$ cat src/rtl/pipeline_muldiv_if.sv
// Issue/result bundle between the ALU stage and the multiply/divide unit.
// master = issuing stage, slave = pipeline_muldiv.
interface pipeline_muldiv_if #(
    parameter int WIDTH = 32
);
    logic             op_valid;
    logic [3:0]       op;
    logic [WIDTH-1:0] a;
    logic [WIDTH-1:0] b;
    logic             mf_req;
    logic             flush;
    logic             stall;
    logic             busy;
    logic [WIDTH-1:0] hi_out;
    logic [WIDTH-1:0] lo_out;
    logic             illegal;

    modport master (
        output op_valid, op, a, b, mf_req, flush,
        input  stall, busy, hi_out, lo_out, illegal
    );

    modport slave (
        input  op_valid, op, a, b, mf_req, flush,
        output stall, busy, hi_out, lo_out, illegal
    );
endinterface

$ cat src/rtl/pipeline_muldiv.sv
// Multiply/divide unit with architectural HI/LO: fixed-latency multiply, iterative restoring divide.
// Define MULDIV_MADD_EN to enable madd/maddu/msub/msubu (otherwise those codes are illegal).
module pipeline_muldiv #(
    parameter int WIDTH          = 32,
    parameter int MUL_LATENCY    = 2,
    parameter int DIV_RADIX_BITS = 1
) (
    input logic              clk,
    input logic              rst,
    pipeline_muldiv_if.slave bus
);
    localparam int DIV_ITERS = WIDTH / DIV_RADIX_BITS;
    localparam int CNT_MAX   = (DIV_ITERS > MUL_LATENCY) ? DIV_ITERS : MUL_LATENCY;
    localparam int CW        = $clog2(CNT_MAX + 1);
    localparam int PW        = 2 * WIDTH + 2;

    localparam logic [3:0] OP_MULT  = 4'b0001;
    localparam logic [3:0] OP_MULTU = 4'b0010;
    localparam logic [3:0] OP_DIV   = 4'b0011;
    localparam logic [3:0] OP_DIVU  = 4'b0100;
    localparam logic [3:0] OP_MTHI  = 4'b0101;
    localparam logic [3:0] OP_MTLO  = 4'b0110;
`ifdef MULDIV_MADD_EN
    localparam logic [3:0] OP_MADD  = 4'b0111;
    localparam logic [3:0] OP_MADDU = 4'b1000;
    localparam logic [3:0] OP_MSUB  = 4'b1001;
    localparam logic [3:0] OP_MSUBU = 4'b1010;
`endif

    typedef enum logic [1:0] {IDLE, MUL, DIV, DIVFIX} state_t;

    state_t                  state;
    logic                    busy_q;
    logic                    illegal_q;
    logic [WIDTH-1:0]        hi_q, lo_q;
    logic [CW-1:0]           cnt;
    logic signed [WIDTH:0]   ma, mb;
    logic                    acc_en, acc_sub;
    logic [WIDTH:0]          rem_q;
    logic [WIDTH-1:0]        quo_q, dvs_q;
    logic                    q_neg, r_neg, dz;

    logic is_mul, mul_sgn, is_acc, is_sub, is_div, div_sgn, is_mthi, is_mtlo, legal;

    always_comb begin
        is_mul  = 1'b0;
        mul_sgn = 1'b0;
        is_acc  = 1'b0;
        is_sub  = 1'b0;
        is_div  = 1'b0;
        div_sgn = 1'b0;
        is_mthi = 1'b0;
        is_mtlo = 1'b0;
        legal   = 1'b1;
        case (bus.op)
            OP_MULT:  begin is_mul = 1'b1; mul_sgn = 1'b1; end
            OP_MULTU: is_mul = 1'b1;
            OP_DIV:   begin is_div = 1'b1; div_sgn = 1'b1; end
            OP_DIVU:  is_div = 1'b1;
            OP_MTHI:  is_mthi = 1'b1;
            OP_MTLO:  is_mtlo = 1'b1;
`ifdef MULDIV_MADD_EN
            OP_MADD:  begin is_mul = 1'b1; mul_sgn = 1'b1; is_acc = 1'b1; end
            OP_MADDU: begin is_mul = 1'b1; is_acc = 1'b1; end
            OP_MSUB:  begin is_mul = 1'b1; mul_sgn = 1'b1; is_acc = 1'b1; is_sub = 1'b1; end
            OP_MSUBU: begin is_mul = 1'b1; is_acc = 1'b1; is_sub = 1'b1; end
`endif
            default:  legal = 1'b0;
        endcase
    end

    // Divide operands are reduced to magnitudes; signs are reapplied in DIVFIX.
    logic             a_neg, b_neg;
    logic [WIDTH-1:0] a_mag, b_mag;
    assign a_neg = div_sgn & bus.a[WIDTH-1];
    assign b_neg = div_sgn & bus.b[WIDTH-1];
    assign a_mag = a_neg ? -bus.a : bus.a;
    assign b_mag = b_neg ? -bus.b : bus.b;

    // Operands carry an extra sign bit so one signed multiplier serves both signednesses.
    logic signed [PW-1:0]  prod;
    logic [2*WIDTH-1:0]    hilo, mul_res;
    assign prod    = PW'(ma) * PW'(mb);
    assign hilo    = {hi_q, lo_q};
    assign mul_res = !acc_en ? prod[2*WIDTH-1:0] :
                     acc_sub ? hilo - prod[2*WIDTH-1:0] : hilo + prod[2*WIDTH-1:0];

    logic [WIDTH:0]   r_nx;
    logic [WIDTH-1:0] q_nx;
    always_comb begin
        r_nx = rem_q;
        q_nx = quo_q;
        for (int unsigned i = 0; i < DIV_RADIX_BITS; i++) begin
            r_nx = {r_nx[WIDTH-1:0], q_nx[WIDTH-1]};
            q_nx = {q_nx[WIDTH-2:0], 1'b0};
            if (r_nx >= {1'b0, dvs_q}) begin
                r_nx    = r_nx - {1'b0, dvs_q};
                q_nx[0] = 1'b1;
            end
        end
    end

    logic [WIDTH-1:0] div_hi, div_lo;
    assign div_hi = dz ? quo_q : (r_neg ? -rem_q[WIDTH-1:0] : rem_q[WIDTH-1:0]);
    assign div_lo = dz ? '1    : (q_neg ? -quo_q : quo_q);

    always_ff @(posedge clk) begin
        if (rst) begin
            state     <= IDLE;
            busy_q    <= 1'b0;
            illegal_q <= 1'b0;
            hi_q      <= '0;
            lo_q      <= '0;
            cnt       <= '0;
            ma        <= '0;
            mb        <= '0;
            acc_en    <= 1'b0;
            acc_sub   <= 1'b0;
            rem_q     <= '0;
            quo_q     <= '0;
            dvs_q     <= '0;
            q_neg     <= 1'b0;
            r_neg     <= 1'b0;
            dz        <= 1'b0;
        end else if (bus.flush) begin
            state     <= IDLE;
            busy_q    <= 1'b0;
            illegal_q <= 1'b0;
        end else begin
            illegal_q <= 1'b0;
            case (state)
                IDLE: if (bus.op_valid) begin
                    if (is_mthi) hi_q <= bus.a;
                    if (is_mtlo) lo_q <= bus.a;
                    if (is_mul) begin
                        ma      <= mul_sgn ? {bus.a[WIDTH-1], bus.a} : {1'b0, bus.a};
                        mb      <= mul_sgn ? {bus.b[WIDTH-1], bus.b} : {1'b0, bus.b};
                        acc_en  <= is_acc;
                        acc_sub <= is_sub;
                        cnt     <= CW'(MUL_LATENCY);
                        busy_q  <= 1'b1;
                        state   <= MUL;
                    end
                    if (is_div) begin
                        q_neg  <= a_neg ^ b_neg;
                        r_neg  <= a_neg;
                        rem_q  <= '0;
                        dvs_q  <= b_mag;
                        cnt    <= CW'(DIV_ITERS);
                        busy_q <= 1'b1;
                        if (bus.b == '0) begin
                            dz    <= 1'b1;
                            quo_q <= bus.a;
                            state <= DIVFIX;
                        end else begin
                            dz    <= 1'b0;
                            quo_q <= a_mag;
                            state <= DIV;
                        end
                    end
                    if (!legal) illegal_q <= 1'b1;
                end
                MUL: begin
                    cnt <= cnt - 1'b1;
                    if (cnt == CW'(1)) begin
                        {hi_q, lo_q} <= mul_res;
                        busy_q       <= 1'b0;
                        state        <= IDLE;
                    end
                end
                DIV: begin
                    rem_q <= r_nx;
                    quo_q <= q_nx;
                    cnt   <= cnt - 1'b1;
                    if (cnt == CW'(1)) state <= DIVFIX;
                end
                DIVFIX: begin
                    hi_q   <= div_hi;
                    lo_q   <= div_lo;
                    busy_q <= 1'b0;
                    state  <= IDLE;
                end
                default: state <= IDLE;
            endcase
        end
    end

    assign bus.stall   = busy_q && (bus.op_valid || bus.mf_req);
    assign bus.busy    = busy_q;
    assign bus.hi_out  = hi_q;
    assign bus.lo_out  = lo_q;
    assign bus.illegal = illegal_q;
endmodule
$ cat src/flat_wrapper.sv
// flat-port wrapper written by rule: the top's interface ports become plain ports
module pipeline_muldiv_flat 
#(
    parameter int WIDTH          = 32,
    parameter int MUL_LATENCY    = 2,
    parameter int DIV_RADIX_BITS = 1
)
  (clk, rst, bus_op_valid, bus_op, bus_a, bus_b, bus_mf_req, bus_flush, bus_stall, bus_busy, bus_hi_out, bus_lo_out, bus_illegal);
  pipeline_muldiv_if #(.WIDTH(WIDTH)) bus_i ();
  input logic clk;
  input logic rst;
  input wire logic [$bits(bus_i.op_valid)-1:0] bus_op_valid;
  input wire logic [$bits(bus_i.op)-1:0] bus_op;
  input wire logic [$bits(bus_i.a)-1:0] bus_a;
  input wire logic [$bits(bus_i.b)-1:0] bus_b;
  input wire logic [$bits(bus_i.mf_req)-1:0] bus_mf_req;
  input wire logic [$bits(bus_i.flush)-1:0] bus_flush;
  output wire logic [$bits(bus_i.stall)-1:0] bus_stall;
  output wire logic [$bits(bus_i.busy)-1:0] bus_busy;
  output wire logic [$bits(bus_i.hi_out)-1:0] bus_hi_out;
  output wire logic [$bits(bus_i.lo_out)-1:0] bus_lo_out;
  output wire logic [$bits(bus_i.illegal)-1:0] bus_illegal;
  assign bus_i.op_valid = bus_op_valid;
  assign bus_i.op = bus_op;
  assign bus_i.a = bus_a;
  assign bus_i.b = bus_b;
  assign bus_i.mf_req = bus_mf_req;
  assign bus_i.flush = bus_flush;
  assign bus_stall = bus_i.stall;
  assign bus_busy = bus_i.busy;
  assign bus_hi_out = bus_i.hi_out;
  assign bus_lo_out = bus_i.lo_out;
  assign bus_illegal = bus_i.illegal;
  pipeline_muldiv #(.WIDTH(WIDTH), .MUL_LATENCY(MUL_LATENCY), .DIV_RADIX_BITS(DIV_RADIX_BITS)) u_core (.clk(clk), .rst(rst), .bus(bus_i));
endmodule
$ cat config.mk
export PLATFORM = sky130hd
export DESIGN_NAME = pipeline_muldiv_flat
export DESIGN_NICKNAME = d
export VERILOG_FILES = /design/src/rtl/pipeline_muldiv_if.sv /design/src/rtl/pipeline_muldiv.sv /design/src/flat_wrapper.sv
export SDC_FILE = /design/constraint.sdc
export NUM_CORES = 2
export LEC_CHECK = 0
export ABC_AREA = 1
export ABC_CLOCK_PERIOD_IN_PS = 7000
export BUFFER_PORTS_ARGS = -buffer_cell sky130_fd_sc_hd__buf_4
export CAP_MARGIN = 20
export CORE_UTILIZATION = 30
export DETAILED_ROUTE_END_ITERATION = 10
export PLACE_DENSITY_LB_ADDON = 0.2
export SLEW_MARGIN = 20
export SYNTH_ARGS = -nofsm -noshare
export SYNTH_HDL_FRONTEND = slang
export SYNTH_SLANG_ARGS = --single-unit
$ cat constraint.sdc
create_clock -name clk -period 7 [get_ports clk]
set_clock_uncertainty 0.05 [all_clocks]
set_input_delay 0.35 -clock clk [delete_from_list [all_inputs] [get_ports clk]]
set_output_delay 0.35 -clock clk [all_outputs]
set_load 0.01 [all_outputs]
# After elaboration in Yosys (flattened, before gate mapping)
# Cells that the tools add are included.
totals:
  regBits: 239
  latchBits: 0
  ramBits: 0
  romBits: 0
  word_cells: 116
  n_memories: 0
op_classes:
  n_addsub: 6
  mul: 1
  n_div: 0
  magnitude_cmp: 1
  eq_ne: 17
  shifts: 0
  mux: 50
  bitwise_logic: 6
  reduce_logical: 21
op_table:
  columns: ["operator", "n"]
  rows:
  - ["$mux W32", 18]
  - ["$pmux W32 S3", 2]
  - ["$neg A32 Y32", 4]
  - ["$pmux W32 S2", 2]
  - ["$mux W33", 2]
  - ["$mul A33 B33 Y64", 1]
  - ["$ge A33 B32 Y1", 1]
  - ["$logic_not A32 Y1", 1]
  - ["$sub A32 B32 Y32", 1]
  - ["$reduce_and A4 Y1", 6]
  - ["$mux W6", 3]
  - ["$mux W1", 15]
  - ["$eq A4 B3 Y1 const B", 3]
  - ["$pmux W6 S2", 1]
  - ["$mux W2", 5]
  - ["$ne A2 B1 Y1 const B", 5]
  - ["$reduce_and A5 Y1", 2]
  - ["$eq A4 B2 Y1 const B", 2]
  - ["$pmux W2 S4", 1]
  - ["$reduce_or A2 Y1", 4]
  - ["$eq A6 B1 Y1 const B", 1]
  - ["$reduce_or A6 Y1", 1]
  - ["$sub A6 B1 Y6 const B", 1]
  - ["$eq A2 B2 Y1 const B", 2]
  - ["other kinds (14)", 18]

# Longest topological paths before layout
depth:
  ltp_word: 8
  ltp_mapped: 34
  depth_no_buf: 32

# Least setup slack after synthesis
# Ideal clock, no wire load.
synth_path:
  path_type: "register to register"
  start: "register u_core.ma[32]"
  end: "register u_core.hi_q[31], in the netlist u_core.bus.hi_out[31]"
  t_arrival_ns: 7.097
  slack_ns: -0.217
  path_stages_with_launch: 26
  n_path_buf: 2
  period_less_slack_ns: 7.217
  path_cell_list: "dfxtp_1 -> clkbuf_1 -> clkbuf_1 -> nand2_1 -> inv_1 -> fa_1 -> fa_1 -> fa_1 -> fa_1 -> inv_1 -> fa_1 -> fa_1 -> inv_1 -> fa_1 -> inv_1 -> fa_1 -> inv_1 -> ha_1 -> inv_1 -> nor3_1 -> inv_1 -> nor4_1 -> a21oi_1 -> nand3_1 -> nand3_1 -> a21oi_1"
synth_via:
  elab_chain_cells: 3
synth_lines:
  columns: ["element", "line_no", "text"]
  rows:
  - ["start, declared", "pipeline_muldiv.sv:37", "logic signed [WIDTH:0] ma, mb;"]
  - ["start signal, assigned", "pipeline_muldiv.sv:136", "ma <= mul_sgn ? {bus.a[WIDTH-1], bus.a} : {1'b0, bus.a};"]
  - ["$mul A33 B33 Y64", "pipeline_muldiv.sv:83", "assign prod = PW'(ma) * PW'(mb);"]
  - ["$mux W32", "pipeline_muldiv.sv:165", "if (cnt == CW'(1)) begin"]
  - ["$pmux W32 S3", "pipeline_muldiv.sv:131", "case (state)"]
  - ["end signal, assigned", "pipeline_muldiv.sv:133", "if (is_mthi) hi_q <= bus.a;"]
  - ["end signal, assigned", "pipeline_muldiv.sv:166", "{hi_q, lo_q} <= mul_res;"]
  - ["end signal, assigned", "pipeline_muldiv.sv:178", "hi_q <= div_hi;"]
  - ["end, declared", "pipeline_muldiv.sv:35", "logic [WIDTH-1:0] hi_q, lo_q;"]
# Every way passes these cells. The select of a mux whose other input is x is not followed.
# A chain may end at the register's enable or synchronous reset.

# Final worst setup path
layout_path:
  start: "register u_core.mb[2]"
  end: "register u_core.hi_q[21], in the netlist u_core.bus.hi_out[21]"
layout_via:
  elab_chain_cells: 3
layout_lines:
  columns: ["element", "line_no", "text"]
  rows:
  - ["start, declared", "pipeline_muldiv.sv:37", null]
  - ["start signal, assigned", "pipeline_muldiv.sv:137", "mb <= mul_sgn ? {bus.b[WIDTH-1], bus.b} : {1'b0, bus.b};"]
  - ["$mul A33 B33 Y64", "pipeline_muldiv.sv:83", null]
  - ["$mux W32", "pipeline_muldiv.sv:165", null]
  - ["$pmux W32 S3", "pipeline_muldiv.sv:131", null]
# Every way passes these cells. The select of a mux whose other input is x is not followed.

==> summary.txt <==
initial DRC count - 3968
Synth Instances - 7985
most frequent cells in the layout - 1998 x inv_1, 1780 x nand2_1, 1066 x fa_1
Post-Synth Simple-Gate Area - 0.2059
clock buffer depth - 3
mux cell area share after synthesis - 0
largest family of logic cells by synthesized area - adder cells
XOR/XNOR Fraction of Synth Area - 0.009197
CTS clk-pin slew, worst paths - 0.06 ns
final hold vios - 0
Die X - 438.4 µm
area grow syn2layout - 24.74%
Seq/Total Area, Yosys - 0.08374
final WL - 239600 µm
vias in the first global route - 53520
global-route wire length before repair - 358200 µm
fin nets - 9918
#FFs+latches synth - 239
Sink Count - 239
highest clock rate - 139.2 MHz
CTS Buf Count - 38
WP data arrival - 7.68 ns
crit path launch type - register
Final TNS setup - -2.482 ns
Async SR Flop Fraction - 0
share of cells above drive strength 1 - 0.1898
I/O pins - 140
Skew-Pair Late Insertion Delay - 0.61 ns
worst supply voltage drop on vdd - 0.0001452 V
Avg Cell Area, Syn - 7.156 µm²
Die ar. - 192200 µm²
power density over the cells - 69.53 nW/µm²
final setup margin - -0.1820 ns
CP most frequent cell - fa_1
max-slew violation count - 0
final critical-path share of the clock period - 1.026
drt wl/cell - 21.80 µm
initial antenna violation count - 7
crit path capture type - register
Top FF cell, synth - dfxtp_1
Routed Antenna Nets - 0
Initial Util - 0.3033
1st-pass router iterations - 6
RSZ-0062 raised after global routing - yes
fin crit period - 7.182 ns
Worst path max stage delay - 0.60 ns
static leakage - 39.41 nW
routed vias - 52870
WP data required - 7.49 ns
# fillers - 19810
Via density - 4.811
outcome - finished, violations left
Final Setup Violations - 32
critical path class - reg2reg
max_cap viols - 0
post-synthesis cell area - 57140 µm²
Worst-Margin Slew - 1.112 ns
post-DP HPWL - 199600 µm
GRT Overall Usage - 0.2499
DP Worst Slack - -0.8156 ns
H-tree Lvls - 2
total congestion overflow - 0
DRC - 0
adder-cell share of the synthesized area - 0.4501
IO buf count - 139
distinct cell type count after synthesis - 57
root buf cell - clkbuf_16
CTS tree - built
number of synthesized flops with an enable pin - 0
GP Congestion - 0.9441
syn_nets - 9438
Die Height - 438.4 µm
failing checks - negative setup slack
core area - 188400 µm²
CP max FO - 7
Min-Delay Path Class - in2reg
Synth Area in Compound Gates - 0.08343
Crit-path slowest cell - fa_1
yosys warns - 0
num rows - 159
largest net degree at the start of global routing - 96
most common cell after layout, fill and taps aside - inv_1
relative slew slack - 0.2547
-- worst max-delay path, delay by kind of cell (launching register included) --
family / cells / cell delay [ns]
flops: 1 / 0.38
fa+ha+maj: 9 / 4.41
simple gates: 8 / 1.02
compound gates: 1 / 0.18
buf+inv: 10 / 1.07
-- where the power goes --
part	internal, mW	switching, mW
Clock	1.32	0.878
Sequential	1.40	0.0388
Combinational	0.423	0.904
-- area by class of cell --
type | instances | area [µm²] | area share
timing repair buffer | 839 | 8207 | 0.1151
tap | 2495 | 3122 | 0.04380
clock buffer | 49 | 1084 | 0.01520
multi-input combinational | 5214 | 45730 | 0.6416
sequential | 239 | 4827 | 0.06773
antenna | 2 | 5.005 | 0.00007022
clock inverter | 17 | 261.5 | 0.003669
inverter | 2133 | 8039 | 0.1128
-- cell usage after synthesis (3+ instances only) --
cell type  count  area share
o21bai_1      14      0.0018
nand2_2        6     0.00066
nand3b_1      18      0.0024
and3_1         3     0.00033
buf_4          9      0.0012
a21oi_1      434       0.038
and2_1         3     0.00033
nor2_2         5     0.00055
ha_1         254       0.056
nor2_1       434       0.029
a31oi_1       13      0.0014
inv_1       2118        0.14
buf_2         27      0.0024
xor2_1        44      0.0067
xnor2_1       16      0.0025
o31ai_1        8      0.0011
dfxtp_1      239       0.084
o21ai_0      346       0.030
fa_1        1126        0.39
inv_2         13     0.00085
a21o_1         4     0.00053
o211ai_1      24      0.0032
a211oi_1       5     0.00066
a221oi_1       4     0.00061
nand3_1      341       0.030
o21ai_1       13      0.0011
nor3_1        52      0.0046
or2_2         19      0.0021
nor2_4         6      0.0012
clkbuf_1     353       0.023
a21oi_2        4     0.00061
nand4_1       59      0.0065
buf_1          9     0.00059
nand2_1     1902        0.12
nor4_1        11      0.0012
nor3_2         5     0.00088
o21a_1        19      0.0025
-- state kept, by name, summed over array words and instances, names as in the netlist --
name,flops
u_core.bus.busy,1
u_core.bus.hi_out,32
u_core.bus.illegal,1
u_core.bus.lo_out,32
u_core.cnt,6
u_core.dvs_q,32
u_core.dz,1
u_core.ma,33
u_core.mb,33
u_core.q_neg,1
u_core.quo_q,32
u_core.r_neg,1
u_core.rem_q,32
u_core.state,2
-- layer usage --
metal	global-route usage	vias to the layer above	part of all wire
met5	0	-	0
met4	0.07224	0	0.033
met3	0.02090	250	0.050
met2	0.3889	1489	0.45
met1	0.3673	26750	0.47
li1	-	24380	-
-- kinds of logic after synthesis --
kind of cell | Yosys count
compound gates | 899
xor+xnor | 60
fa+ha+maj | 1380
buf+inv | 2532
flops | 239
simple gates | 2875
-- repair_timing --
action | CTS | global route
pin swaps | 207 | 259
gates resized for setup | 549 | 386
gates cloned | 7 | 7
hold buffers | 9 | 0
hold endpoints to repair | 8 | 0
setup buffers | 48 | 46
setup endpoints to repair | 45 | 50
-- stage by stage --
stage	power [mW]	cell area (µm²)	hold WS, ns	utilization	instances
4_1_cts	4.964	69540	0.0002544	0.3691	10940
3_5_place_dp	2.702	65530	0.4152	0.3478	10810
5_1_grt	5.143	71270	0.03564	0.3783	10990
6_report	4.956	71270	0.03275	0.3783	10990
3_3_place_gp	2.701	65530	0.4036	0.3478	10810
2_1_floorplan	2.117	57180	0.3953	-	7985
-- final timing paths --
check,cells past startpoint,endpoint,slack [ns],from
worst max-delay path,28,u_core.bus.hi_out[21],-0.18,u_core.mb[2]
worst min-delay path,3,u_core.dvs_q[12],0.03,bus_b[12]
worst max register to register,28,u_core.bus.hi_out[21],-0.18,u_core.mb[2]
worst min register to register,2,u_core.cnt[2],0.43,u_core.cnt[2]
Note: power is estimated with default switching activity, not from simulation.
